### src/rtl/block_stats_collector.sv
// Block statistics collector.
// Accepts one score per lane per beat and keeps, for each of the two lanes,
// a running minimum, maximum and saturating sum. It also keeps a count of
// accepted tiles. When the block ends, the statistics are held stable with
// stats_valid asserted until the consumer acknowledges them.
// Scores are unsigned fixed point with FRACTIONAL_BITS fraction bits. Only the
// interpretation of the values depends on that; the arithmetic is plain
// unsigned integer math.

module block_stats_collector #(
    parameter int width           = 8,
    parameter int FRACTIONAL_BITS = 8,
    parameter int MAX_TILES       = 255
) (
    input  logic                 clk,
    input  logic                 rst_n,
    input  logic                 start,
    input  logic                 tile_valid,
    output logic                 tile_ready,
    input  logic                 tile_last,
    input  logic [2*width-1:0]   score0,
    input  logic [2*width-1:0]   score1,
    output logic [2*width-1:0]   noOfTiles,
    output logic [2*width-1:0]   min0,
    output logic [2*width-1:0]   max0,
    output logic [2*width-1:0]   sum0,
    output logic [2*width-1:0]   min1,
    output logic [2*width-1:0]   max1,
    output logic [2*width-1:0]   sum1,
    output logic [1:0]           sum_sat,
    output logic                 stats_valid,
    input  logic                 stats_ack
);

    localparam int W2 = 2 * width;

    // The tile limit must fit in the count register, and the fraction cannot
    // be wider than the score word.
    if (FRACTIONAL_BITS > W2 || MAX_TILES < 1 ||
        longint'(MAX_TILES) > (longint'(1) << W2) - 1) begin : g_param_check
        $error("block_stats_collector: MAX_TILES or FRACTIONAL_BITS out of range");
    end

    localparam logic [W2-1:0] MAX_COUNT = W2'(MAX_TILES);

    typedef enum logic [1:0] {
        IDLE  = 2'd0,
        ACCUM = 2'd1,
        DONE  = 2'd2
    } state_t;

    // Running statistics of one lane.
    typedef struct packed {
        logic [W2-1:0] mn;
        logic [W2-1:0] mx;
        logic [W2-1:0] sm;
        logic          sat;
    } lane_t;

    state_t        state;
    lane_t         lane0;
    lane_t         lane1;
    logic [W2-1:0] count_next;
    logic          accept;
    logic          block_end;

    // Folds one score into a lane: min/max compare plus an unsigned add that
    // clamps to all-ones. The sticky flag records any overflow.
    function automatic lane_t fold(input lane_t cur, input logic [W2-1:0] score);
        lane_t       nxt;
        logic [W2:0] total;
        total   = {1'b0, cur.sm} + {1'b0, score};
        nxt.mn  = (score < cur.mn) ? score : cur.mn;
        nxt.mx  = (score > cur.mx) ? score : cur.mx;
        nxt.sm  = total[W2] ? {W2{1'b1}} : total[W2-1:0];
        nxt.sat = cur.sat | total[W2];
        return nxt;
    endfunction

    assign count_next = noOfTiles + W2'(1);

    // Decide whether this cycle accepts a beat and whether that beat closes the block.
    always_comb begin
        // NOTE: every signal gets a default before any branch, so no path
        // leaves it unassigned and no latch is inferred.
        accept    = 1'b0;
        block_end = 1'b0;
        if (state == ACCUM) begin
            accept    = tile_valid & tile_ready;
            block_end = accept & (tile_last | (count_next == MAX_COUNT));
        end
    end

    // Control FSM and statistics registers; all outputs come straight from flops.
    always_ff @(posedge clk or negedge rst_n) begin
        // NOTE: every register here is reset, because each one is visible on a port.
        // A wide storage array would be left unreset instead.
        if (!rst_n) begin
            state       <= IDLE;
            tile_ready  <= 1'b0;
            stats_valid <= 1'b0;
            noOfTiles   <= '0;
            lane0       <= '0;
            lane1       <= '0;
        end else begin
            // NOTE: non-blocking assignments throughout, so every register
            // samples values from before the edge, whatever the statement order.
            case (state)
                IDLE: begin
                    // Stats of the previous block stay visible until this clear.
                    if (start) begin
                        noOfTiles  <= '0;
                        lane0      <= '{mn: {W2{1'b1}}, mx: '0, sm: '0, sat: 1'b0};
                        lane1      <= '{mn: {W2{1'b1}}, mx: '0, sm: '0, sat: 1'b0};
                        tile_ready <= 1'b1;
                        state      <= ACCUM;
                    end
                end

                ACCUM: begin
                    if (accept) begin
                        lane0     <= fold(lane0, score0);
                        lane1     <= fold(lane1, score1);
                        noOfTiles <= count_next;
                    end
                    if (block_end) begin
                        tile_ready  <= 1'b0;
                        stats_valid <= 1'b1;
                        state       <= DONE;
                    end
                end

                DONE: begin
                    if (stats_ack) begin
                        stats_valid <= 1'b0;
                        state       <= IDLE;
                    end
                end

                default: begin
                    tile_ready  <= 1'b0;
                    stats_valid <= 1'b0;
                    state       <= IDLE;
                end
            endcase
        end
    end

    assign min0    = lane0.mn;
    assign max0    = lane0.mx;
    assign sum0    = lane0.sm;
    assign min1    = lane1.mn;
    assign max1    = lane1.mx;
    assign sum1    = lane1.sm;
    assign sum_sat = {lane1.sat, lane0.sat};

endmodule

### config.mk
export PLATFORM = sky130hd
export DESIGN_NAME = block_stats_collector
export DESIGN_NICKNAME = d
export VERILOG_FILES = /design/src/rtl/block_stats_collector.sv
export SDC_FILE = /design/constraint.sdc
export NUM_CORES = 1
export LEC_CHECK = 0
export CELL_PAD_IN_SITES_DETAIL_PLACEMENT = 1
export CELL_PAD_IN_SITES_GLOBAL_PLACEMENT = 1
export CORE_MARGIN = 2
export CORE_UTILIZATION = 39
export DETAILED_ROUTE_END_ITERATION = 7
export PLACE_DENSITY_LB_ADDON = 0.1
export SLEW_MARGIN = 20
export SYNTH_ARGS = -nofsm -noshare
export SYNTH_HDL_FRONTEND = slang
export SYNTH_SLANG_ARGS = --single-unit
### constraint.sdc
create_clock -name clk -period 6.57 [get_ports clk]
set_clock_uncertainty 0.1 [all_clocks]
set_input_delay 0.9855 -clock clk [delete_from_list [all_inputs] [get_ports clk]]
set_output_delay 0.9855 -clock clk [all_outputs]
set_load 0.01 [all_outputs]
==> After elaboration in Yosys (flattened, before gate mapping) <==
Index checks and enable logic that the tools add are counted.
{ "totals": {"output_inout_bits": 116, "input_bits": 38, "reg_bits": 118} }
{ "op_classes": {"muxes": 26, "n_bitwise": 7, "order_cmp": 4, "n_reduce_logical": 10, "add_sub_neg": 3, "n_eq_ne": 11} }
{ "ops": {"columns": ["op", "n"], "rows": [
  ["49-bit case mux with 2 select lines", 2],
  ["49-bit 2-to-1 mux", 3],
  ["16-bit 2-to-1 mux", 8],
  ["16-bit by 16-bit adder with 17-bit output", 2],
  ["16-bit > comparator", 2],
  ["16-bit < comparator", 2],
  ["16-bit case mux with 2 select lines", 1],
  ["16-bit by 1-bit adder with 16-bit output, second input constant", 1],
  ["16-bit by 8-bit equality test with 1-bit output, second input constant", 1],
  ["4-bit AND reduction", 4],
  ["3-bit AND reduction", 4],
  ["2-bit by 1-bit inequality test with 1-bit output, second input constant", 4],
  ["2-bit inequality test, second input constant", 4],
  ["1-bit 2-to-1 mux", 6],
  ["2-bit 2-to-1 mux", 3],
  ["1-bit case mux with 3 select lines", 2],
  ["2-bit case mux with 3 select lines", 1],
  ["1-bit OR", 3],
  ["1-bit AND", 2],
  ["2-bit by 1-bit equality test with 1-bit output, second input constant", 1],
  ["2-bit equality test, second input constant", 1],
  ["2-bit zero test", 1],
  ["1-bit inverter", 2],
  ["2-bit nonzero test", 1]
]} }

==> Depth between registers and ports, before layout <==
Gate-level depths: netlist of run 1.
{ "depth": {"ltp_word": 7, "depth_mapped": 11} }

==> Least setup slack after synthesis of run 1 <==
OpenSTA, ideal clock, no wires.
{ "synth_path": {"path_type": "input port to flip-flop", "from": "input port score0[0]", "to": "register lane0, in the netlist sum0[10]", "setup_ns": 0.126, "path_buffers": 1, "t_required_ns": 6.344, "setup_slack_ns": 3.462, "cell_stages": 9, "t_arrival_ns": 2.882, "path_cell_list": "ha_1 fa_1 a211oi_1 o21a_1 o21ai_0 nand3_1 a21oi_1 clkbuf_1 a221o_1"} }
{ "synth_via": {"elab_chain_len": 4} }
{ "synth_rtl": {"columns": ["element", "line_no", "source"], "rows": [
  ["start, declared", "21", "input logic [2*width-1:0] score0,"],
  ["16-bit by 16-bit adder with 17-bit output", "72", "total = {1'b0, cur.sm} + {1'b0, score};"],
  ["16-bit 2-to-1 mux", "75", "nxt.sm = total[W2] ? {W2{1'b1}} : total[W2-1:0];"],
  ["49-bit 2-to-1 mux", "121", "if (accept) begin"],
  ["49-bit case mux with 2 select lines", "108", "case (state)"],
  ["end signal, assigned", "113", "lane0 <= '{mn: {W2{1'b1}}, mx: '0, sm: '0, sat: 1'b0};"],
  ["end signal, assigned", "122", "lane0 <= fold(lane0, score0);"],
  ["end, declared", "61", "lane_t lane0;"]
]} }
No other way between the ends. The select of a mux whose other input is x is not followed.
A chain may end at the register's enable or synchronous reset.

==> Worst setup path after layout of run 1 <==
{ "layout_path": {"from": "input port score0[0]", "to": "register lane0, in the netlist sum0[14]"} }
The elaborated chain is that of the path after synthesis.

==> flow_summary.toml, run 1 <==
[yosys]
ys_seq_area_share_pct = 36.8
synthTopCellsByArea = "dfrtp_1, ha_1, a21oi_1"
synthTopCellsByCount = "dfrtp_1, ha_1, inv_1"
synthesis.instances = 859
yosysUniqueCellTypes = 59
synth-edff-count = 0
synth_warnings = 0
async_flop_share_pct = 100
syn-cell-area_um2 = 8020
yosys.area.top_type = "dfrtp_1"
synth_ff_type = "dfrtp_1"
synth_nets = 995
syn_avg_cell_area_um2 = 9.34
synth.top_cell.area_share_pct = 36.8
ys_ff_latch = 118
yosysMostFrequentCell = "dfrtp_1"

[flow_run]
max_cap_viol_count = 0

[worst_setup_path]
rrSetupSlack_ns = 3.25
path_cells = "clkdlybuf4s50_1, ha_1, fa_1, a211oi_1, o21a_1, o21ai_0, nand3_1, a21oi_2, a221oi_1, o21ai_0"
r2r_start = "state[0]"
worstPathRequired_ns = 6.81
crit_start = "score0[0]"
start_kind = "primary input"
slowest_delay_ns = 0.71
cpMaxStageDelayCell = "a21oi_2"
r2r-end = "max0[3]"
worstSetupPathType = "in2reg"
critPathMostFrequentCell = "o21ai_0"
crit_path_end_kind = "flip-flop"
r2r_cells = 6
arrival_ns = 3.96
critical_path.max_fanout = 17

[detailed_routing]
drc = 0
wl_um = 25200
drtPass1Iterations = 5
vias_per_cell = 5.61
vias = 7220
wire_per_inst_um = 19.6
ant_nets = 0
drtIter0Drc = 266

[power_and_ir_drop]
peakVddDrop_v = 0.000212
finalPower_mw = 4.71
power_leakage_nw = 4.80
power_density_nw_per_um2 = 453

[placed_design]
portBuffers = 153
dp_hpwl_um = 18300
dpl.cell_count = 1256
postPlaceCellArea_um2 = 9810
dp_slack_ns = 2.39
gp_congestion = 0.823

[sta]
grt_setup_unrepaired = "no"
fmax_mhz = 269
tns_ns = 0
finalSetupViolCount = 0
finalCriticalPeriod_ns = 3.72
final_max_slew_viol_count = 0
finalHoldViolations = 0
min_period_over_period_pct = 56.5
relSlewSlack_pct = 35.0
worst_slew_pin_slew_ns = 0.974
fin_ws_ns = 2.85

[clocking]
cts_resized = 0
cts_made_buffers = 17
cts_buffer_depth = 2
root_buffer = "clkbuf_16"
cts_sinks = 118
insertion_delay_ns = 0.43
post_cts_buffers = 0
h-tree-depth = 4
cts_hold_buf = 0
cts_tree = "built"
clk_pin_slew_ns = 0.06

[hold_path]
hold_class = "reg2reg"
min_delay_path_depth = 1
hold_path_end = "sum_sat[0]"
min_from = "sum_sat[0]"

[finish]
final_area_um2 = 10400
n_antenna_cell = 0
syn_to_final_growth_pct = 29.6
nets = 1141
final_cells = 1288
final.fill_count = 2287
drive_gt1_share_pct = 5.60

[grt]
grt.total_usage_pct = 23.6
grt_pass1_vias = 7508
grt-ovfl-total = 0
antenna_found_initial = 0
grt_pass1_wl_um = 40400
grt_max_degree = 72

[die]
dieArea_um2 = 21700
initial_core_util_pct = 39.6
die_w_um = 147
fp.coreArea_um2 = 20200
num_rows = 52
chipHeight_um = 147
num_io_pins = 154

[run_status]
status = "completed"
worst max-delay path by stage:
stage / slack [ns] / to / cells after the start
after floorplan: 3.46 / sum0[10] / 9
after global placement: 2.41 / sum0[14] / 10
after detailed placement: 2.39 / sum0[14] / 10
after CTS: 2.87 / sum0[14] / 10
after global routing: 2.61 / sum0[14] / 10
final: 2.85 / sum0[14] / 10
final cells by class:
class,count,area [um^2],area share [%]
clock buffers,20,457,4.39
clock inverters,12,128,1.23
inverters,78,293,2.82
multi-input cells,628,4630,44.5
flip-flops and latches,118,2950,28.4
well taps,270,338,3.25
repair buffers,162,1600,15.4
where the power goes:
group	switching [mW]	internal [mW]
registers	0.251	0.992
logic	1.32	1.21
clock network	0.356	0.576
total	1.93	2.78
metrics by stage:
step / hold slack (ns) / util (%)
3_5_place_dp: 0.384 / 48.5
6_report: 0.418 / 51.4
5_1_grt: 0.448 / 51.4
2_1_floorplan: 0.410 / -
4_1_cts: 0.435 / 51.4
3_3_place_gp: 0.365 / 48.5
state kept, by name, summed over array words and instances (netlist names):
name and count:
sum1 16, stats_valid 1, noOfTiles 16, state 2, sum0 16, max0 16, min1 16, sum_sat 2
tile_ready 1, min0 16, max1 16
layer usage:
metal	global-route usage [%]	up-vias	wire length, um
met5	0	-	0
met3	4.48	17	1200
met2	38.5	136	11800
met1	32.6	3620	12000
li1	-	3447	-
met4	5.96	0	254
critical path: cells and delay by family:
kind | cells | cell delay [ns]
adder cells (fa/ha/maj) | 2 | 0.50
buffers and inverters | 1 | 0.64
AO/OA/AOI/OAI | 6 | 1.65
AND/OR/NAND/NOR | 1 | 0.19
kinds of logic after synthesis:
family | synth area share (%)
compound gates | 25.1
xor+xnor | 2.84
fa+ha+maj | 15.5
buf+inv | 5.58
flops | 36.8
mux | 2.53
simple gates | 11.7
layout by cell type, fill, tap and decap left out, drive strengths merged, types with 3 or more instances in the layout:
master / count
clkdlybuf4s50: 152
dfrtp: 118
ha: 96
inv: 79
nand2: 71
o21ai: 66
a21oi: 64
nor2: 37
o22a: 32
a21o: 28
clkbuf: 20
mux2i: 18
nand3: 17
a31oi: 17
a22o: 16
xor2: 14
o21a: 13
xnor2: 12
nand2b: 11
a221o: 11
nand4: 10
buf: 10
and2: 8
and4: 8
nor2b: 7
a211o: 6
or3: 5
o211ai: 5
nand3b: 5
a211oi: 5
clkinv: 5
a221oi: 4
clkinvlp: 4
nor3: 4
a31o: 4
o311ai: 3
and3: 3
a2111oi: 3
Power figures use the tool's default switching activity.
==> run 2, diff against run 1 <==
==> constraint.sdc (replaced) <==
create_clock -name clk -period 3.85 [get_ports clk]
set_clock_uncertainty 0.1 [all_clocks]
set_input_delay 0.5775 -clock clk [delete_from_list [all_inputs] [get_ports clk]]
set_output_delay 0.5775 -clock clk [all_outputs]
set_load 0.01 [all_outputs]
==> run 2 against run 1 <==
Routed wire length is 1.7% lower; setup slack worse by 2.1 ns; sequential share of layout area fell by 0.30 points; utilization rose by 0.56 points; global-route usage is 0.30 points lower; register-to-register slack worse by 2.1 ns; power is 71% higher; combinational power up 71%; largest power group unchanged.
==> flow_summary.toml, run 2 (synthesis results as in run 1) <==
[run_status]
status = "completed"

[die]
fp.coreArea_um2 = 20200
num_rows = 52
dieArea_um2 = 21700
chipHeight_um = 147
die_w_um = 147
num_io_pins = 154
initial_core_util_pct = 39.6

[detailed_routing]
drc = 0
wl_um = 24800
wire_per_inst_um = 19.0
drtIter0Drc = 238
vias = 7152
ant_nets = 0
drtPass1Iterations = 5
vias_per_cell = 5.49

[grt]
grt_pass1_wl_um = 40200
use_met1_pct = 33.1
busiest_layer = "met2"
groute.layer.met3.usage_pct = 4.48
grt.total_usage_pct = 23.3
grt_pass1_vias = 7446
antenna_found_initial = 0
grt_max_degree = 50
grt-ovfl-total = 0
globalRouteMet2Util_pct = 37.5

[worst_setup_path]
critical_path.max_fanout = 15
r2r-end = "max1[6]"
crit_path_end_kind = "flip-flop"
r2r_start = "max1[10]"
arrival_ns = 3.37
start_kind = "primary input"
worstSetupPathType = "in2reg"
rrSetupSlack_ns = 1.13
r2r_cells = 8
worstPathRequired_ns = 4.10

[clocking]
cts_made_buffers = 17
insertion_delay_ns = 0.41
h-tree-depth = 4
cts_hold_buf = 0
cts_tree = "built"
cts_buffer_depth = 2
root_buffer = "clkbuf_16"
cts_sinks = 118
post_cts_buffers = 0
cts_resized = 0
clk_pin_slew_ns = 0.06

[sta]
relSlewSlack_pct = 54.1
finalHoldViolations = 0
finalSetupViolCount = 0
finalCriticalPeriod_ns = 3.12
final_max_slew_viol_count = 0
tns_ns = 0
grt_setup_unrepaired = "no"
min_period_over_period_pct = 81.0
worst_slew_pin_slew_ns = 0.689
fmax_mhz = 321

[finish]
n_antenna_cell = 0
finish.utilization_pct = 51.9
final_cell_mix = "clkdlybuf4s50_1, dfrtp_1, ha_1"
layout_commonest_cell = "clkdlybuf4s50_1"
multi_input_area_um2 = 4630
final.fill_count = 2314
syn_to_final_growth_pct = 31.0
final-seq-area_um2 = 2950
nets = 1156
drive_gt1_share_pct = 7.07

[power_and_ir_drop]
power_leakage_nw = 4.88
power_density_nw_per_um2 = 765
peakVddDrop_v = 0.000334

[placed_design]
dp_hpwl_um = 18500
gp_congestion = 0.819
portBuffers = 153

[hold_path]
hold_class = "in2async"

[flow_run]
max_cap_viol_count = 0
[run 2: area by class of cell]
| type | instances | share of cell area, % |
|---|---|---|
| Multi-Input combinational cell | 628 | 44.1 |
| Sequential cell | 118 | 28.1 |
| Timing Repair Buffer | 177 | 16.3 |
| Clock buffer | 19 | 4.31 |
| Tap cell | 270 | 3.22 |
| Inverter | 78 | 2.79 |
| Clock inverter | 13 | 1.25 |
[run 2: worst max-delay path by stage]
stage / startpoint / endpoint / slack (ns) / depth (start not counted)
5_1_grt: score1[0] / sum1[15] / 0.44 / 10
6_report: score1[10] / max1[6] / 0.73 / 8
4_1_cts: score1[10] / max1[6] / 0.75 / 8
3_3_place_gp: score1[10] / max1[15] / 0.33 / 8
3_5_place_dp: score1[10] / max1[10] / 0.30 / 8
2_1_floorplan: score0[0] / sum0[10] / 1.15 / 9
[run 2: worst max-delay path, stage by stage]
cell             delay [ns]
clkdlybuf4s50_1        0.58
ha_1                   0.44
nand4_1                0.12
or4b_2                 0.70
nand2_1                0.15
o21ai_0                0.10
o21ba_2                0.47
a22o_1                 0.21
[run 2: routing by layer]
metal	up-vias	share of wire (%)	wire, um
li1	3466	-	-
met1	3540	49	12200
met2	127	46	11300
met3	19	4.2	1050
met4	0	0.88	219
met5	-	0	0
[run 2: power by group]
| part | total, mW | internal, mW | switching (mW) |
|---|---|---|---|
| combinational | 4.33 | 2.10 | 2.23 |
| sequential | 2.13 | 1.69 | 0.433 |
| clock | 1.59 | 0.980 | 0.606 |
[run 2: metrics by stage]
step                      area (um^2)  power (mW)  cells  hold slack [ns]  setup WS (ns)
final                           10500        8.04   1303           0.0787          0.733
after global routing            10500        8.68   1303            0.127          0.436
after CTS                       10500        8.12   1303            0.113          0.745
after detailed placement         9920        6.47   1271            0.386          0.305
after global placement           9920        6.39   1271            0.376          0.335
after floorplan                  8020        4.67    859            0.182           1.15
==> run 3, diff against run 2 <==
--- a/config.mk
+++ b/config.mk
@@ -8,7 +8,7 @@
 export CELL_PAD_IN_SITES_DETAIL_PLACEMENT = 1
 export CELL_PAD_IN_SITES_GLOBAL_PLACEMENT = 1
 export CORE_MARGIN = 2
-export CORE_UTILIZATION = 39
+export CORE_UTILIZATION = 36
 export DETAILED_ROUTE_END_ITERATION = 7
 export PLACE_DENSITY_LB_ADDON = 0.1
 export SLEW_MARGIN = 20
==> constraint.sdc (replaced) <==
create_clock -name clk -period 2.5 [get_ports clk]
set_clock_uncertainty 0.1 [all_clocks]
set_input_delay 0.375 -clock clk [delete_from_list [all_inputs] [get_ports clk]]
set_output_delay 0.375 -clock clk [all_outputs]
set_load 0.01 [all_outputs]
==> run 3 against run 2 <==
Clock power up 80%; sequential share of layout area is 3.8 points lower; critical path type is now reg2reg; routed wire length rose by 13%; flip-flop and latch count unchanged; the flow now finishes with violations (negative setup slack).
==> flow_summary.toml, run 3 (synthesis results as in run 1) <==
[grt]
grt_pass1_vias = 8256
antenna_found_initial = 0
grt_pass1_wl_um = 44600
grt.total_usage_pct = 23.9
grt-ovfl-total = 0
grt_max_degree = 45

[hold_path]
hold_class = "in2reg"
min_from = "score0[7]"
hold_path_end = "max0[7]"
min_delay_path_depth = 4

[placed_design]
dp_slack_ns = -0.600
portBuffers = 153
dp_hpwl_um = 20900
gp_congestion = 0.851

[sta]
grt_setup_unrepaired = "yes"
final_max_slew_viol_count = 0
fmax_mhz = 393
finalHoldViolations = 0
finalCriticalPeriod_ns = 2.54
tns_ns = -0.0443
relSlewSlack_pct = 58.3
worst_slew_pin_slew_ns = 0.626
fin_ws_ns = -0.0443
min_period_over_period_pct = 102
finalSetupViolCount = 1

[worst_setup_path]
slowest_delay_ns = 0.41
arrival_ns = 2.74
crit_family = "compound AO/OA/AOI/OAI gates"
worstSetupPathType = "reg2reg"
worstPathRequired_ns = 2.70
critical_path.max_fanout = 2
cpMaxStageDelayCell = "dfrtp_1"
r2r_start = "sum0[0]"
path_cells = "ha_4, fa_2, a211oi_4, o21a_1, buf_4, nor2_2, o21a_1, nor2_2, xnor2_1, a221o_1"
crit_path_end_kind = "flip-flop"
r2r_cells = 10
rrSetupSlack_ns = -0.04
r2r-end = "sum0[8]"
path_depth = 10
start_kind = "flip-flop"
worst-path-buf-inv = 1

[clocking]
cts_sinks = 118
cts_buffer_depth = 2
cts_tree = "built"
cts_made_buffers = 17
insertion_delay_ns = 0.42
clk_pin_slew_ns = 0.06
h-tree-depth = 4
root_buffer = "clkbuf_16"

[power_and_ir_drop]
peakVddDrop_v = 0.000539
power_leakage_nw = 5.82
power_density_nw_per_um2 = 1190
finalPower_mw = 14.4

[finish]
drive_gt1_share_pct = 22.6
nets = 1311
layout_commonest_cell = "buf_4"
syn_to_final_growth_pct = 51.4
final.fill_count = 2476
n_antenna_cell = 0
final_cell_mix = "buf_4, clkdlybuf4s50_1, dfrtp_1"

[die]
num_io_pins = 154
dieArea_um2 = 23500
die_w_um = 153
initial_core_util_pct = 36.8
num_rows = 54
fp.coreArea_um2 = 21800
chipHeight_um = 153

[detailed_routing]
wire_per_inst_um = 19.1
vias = 7850
drtPass1Iterations = 4
vias_per_cell = 5.35
drtIter0Drc = 308
wl_um = 28100
drc = 0
ant_nets = 0

[flow_run]
max_cap_viol_count = 0

[run_status]
status = "finished with violations"
violations = "negative setup slack"
[run 3: cell types whose count changed in the layout (fill, tap and decap cells not counted), sizes merged]
cell,previous run,this run
buf,25,179
clkdlybuf4s50,152,141
dlymetal6s2s,0,7
bufinv,2,6
clkinv,6,2
dlygate4sd2,0,4
clkbuf,19,20
clkinvlp,5,4
dlygate4sd3,0,1
[run 3: worst max-delay path by stage]
stage | start | to | slack [ns]
global route | sum0[0] | sum0[8] | -0.14
global placement | score0[10] | sum0[15] | -0.55
CTS | score1[13] | max1[5] | 0.004
finish | sum0[0] | sum0[8] | -0.04
detailed placement | score1[0] | sum1[4] | -0.60
floorplan | max0[9] | max0[10] | 0.002
[run 3: final cells by class]
cell class | instances | area [um^2] | share of cell area, %
inverter | 78 | 293 | 2.41
multi-input combinational | 628 | 4900 | 40.3
timing repair buffer | 332 | 2970 | 24.5
sequential | 118 | 2950 | 24.3
clock buffer | 20 | 457 | 3.76
tap | 280 | 350 | 2.88
clock inverter | 12 | 224 | 1.84
[run 3: layer usage]
layer / global-route usage (%) / vias up / wire length [um]
met5: 0 / - / 0
met4: 5.47 / 0 / 300
met3: 3.86 / 20 / 1130
met2: 38.7 / 132 / 13200
met1: 33.5 / 3917 / 13500
li1: - / 3781 / -
[run 3: what timing repair did]
action | 4_1_cts | 5_1_grt
pin swaps | 6 | 13
hold endpoints to repair | 39 | 0
gates cloned | 0 | 1
endpoints found under the setup margin | 65 | 97
resized for setup | 22 | 58
hold buffers | 1 | 0
buffers inserted | 2 | 6
[run 3: per-stage QoR]
step                      hold slack (ns)  area [um^2]  util (%)  cells
after floorplan                   -0.0206         8030         -    859
after global placement              0.318        11100      50.9   1426
after detailed placement            0.325        11100      50.9   1426
after CTS                           0.384        11900      54.3   1461
after global routing                0.305        12100      55.7   1468
final                               0.320        12100      55.7   1468
[run 3: worst reg2reg max path: cells and delay by family (launching register included)]
kind / cells / cell delay (ns)
flip-flops: 1 / 0.41
buffers and inverters: 1 / 0.12
AO/OA/AOI/OAI: 4 / 0.97
adder cells (fa/ha/maj): 2 / 0.59
XOR/XNOR: 1 / 0.09
AND/OR/NAND/NOR: 2 / 0.16
[run 3: where the power goes]
group	total, mW	internal [mW]	switching, mW
Clock	2.86	1.92	0.942
Sequential	3.22	2.61	0.611
Combinational	8.34	4.35	3.99
Total	14.4	8.88	5.54
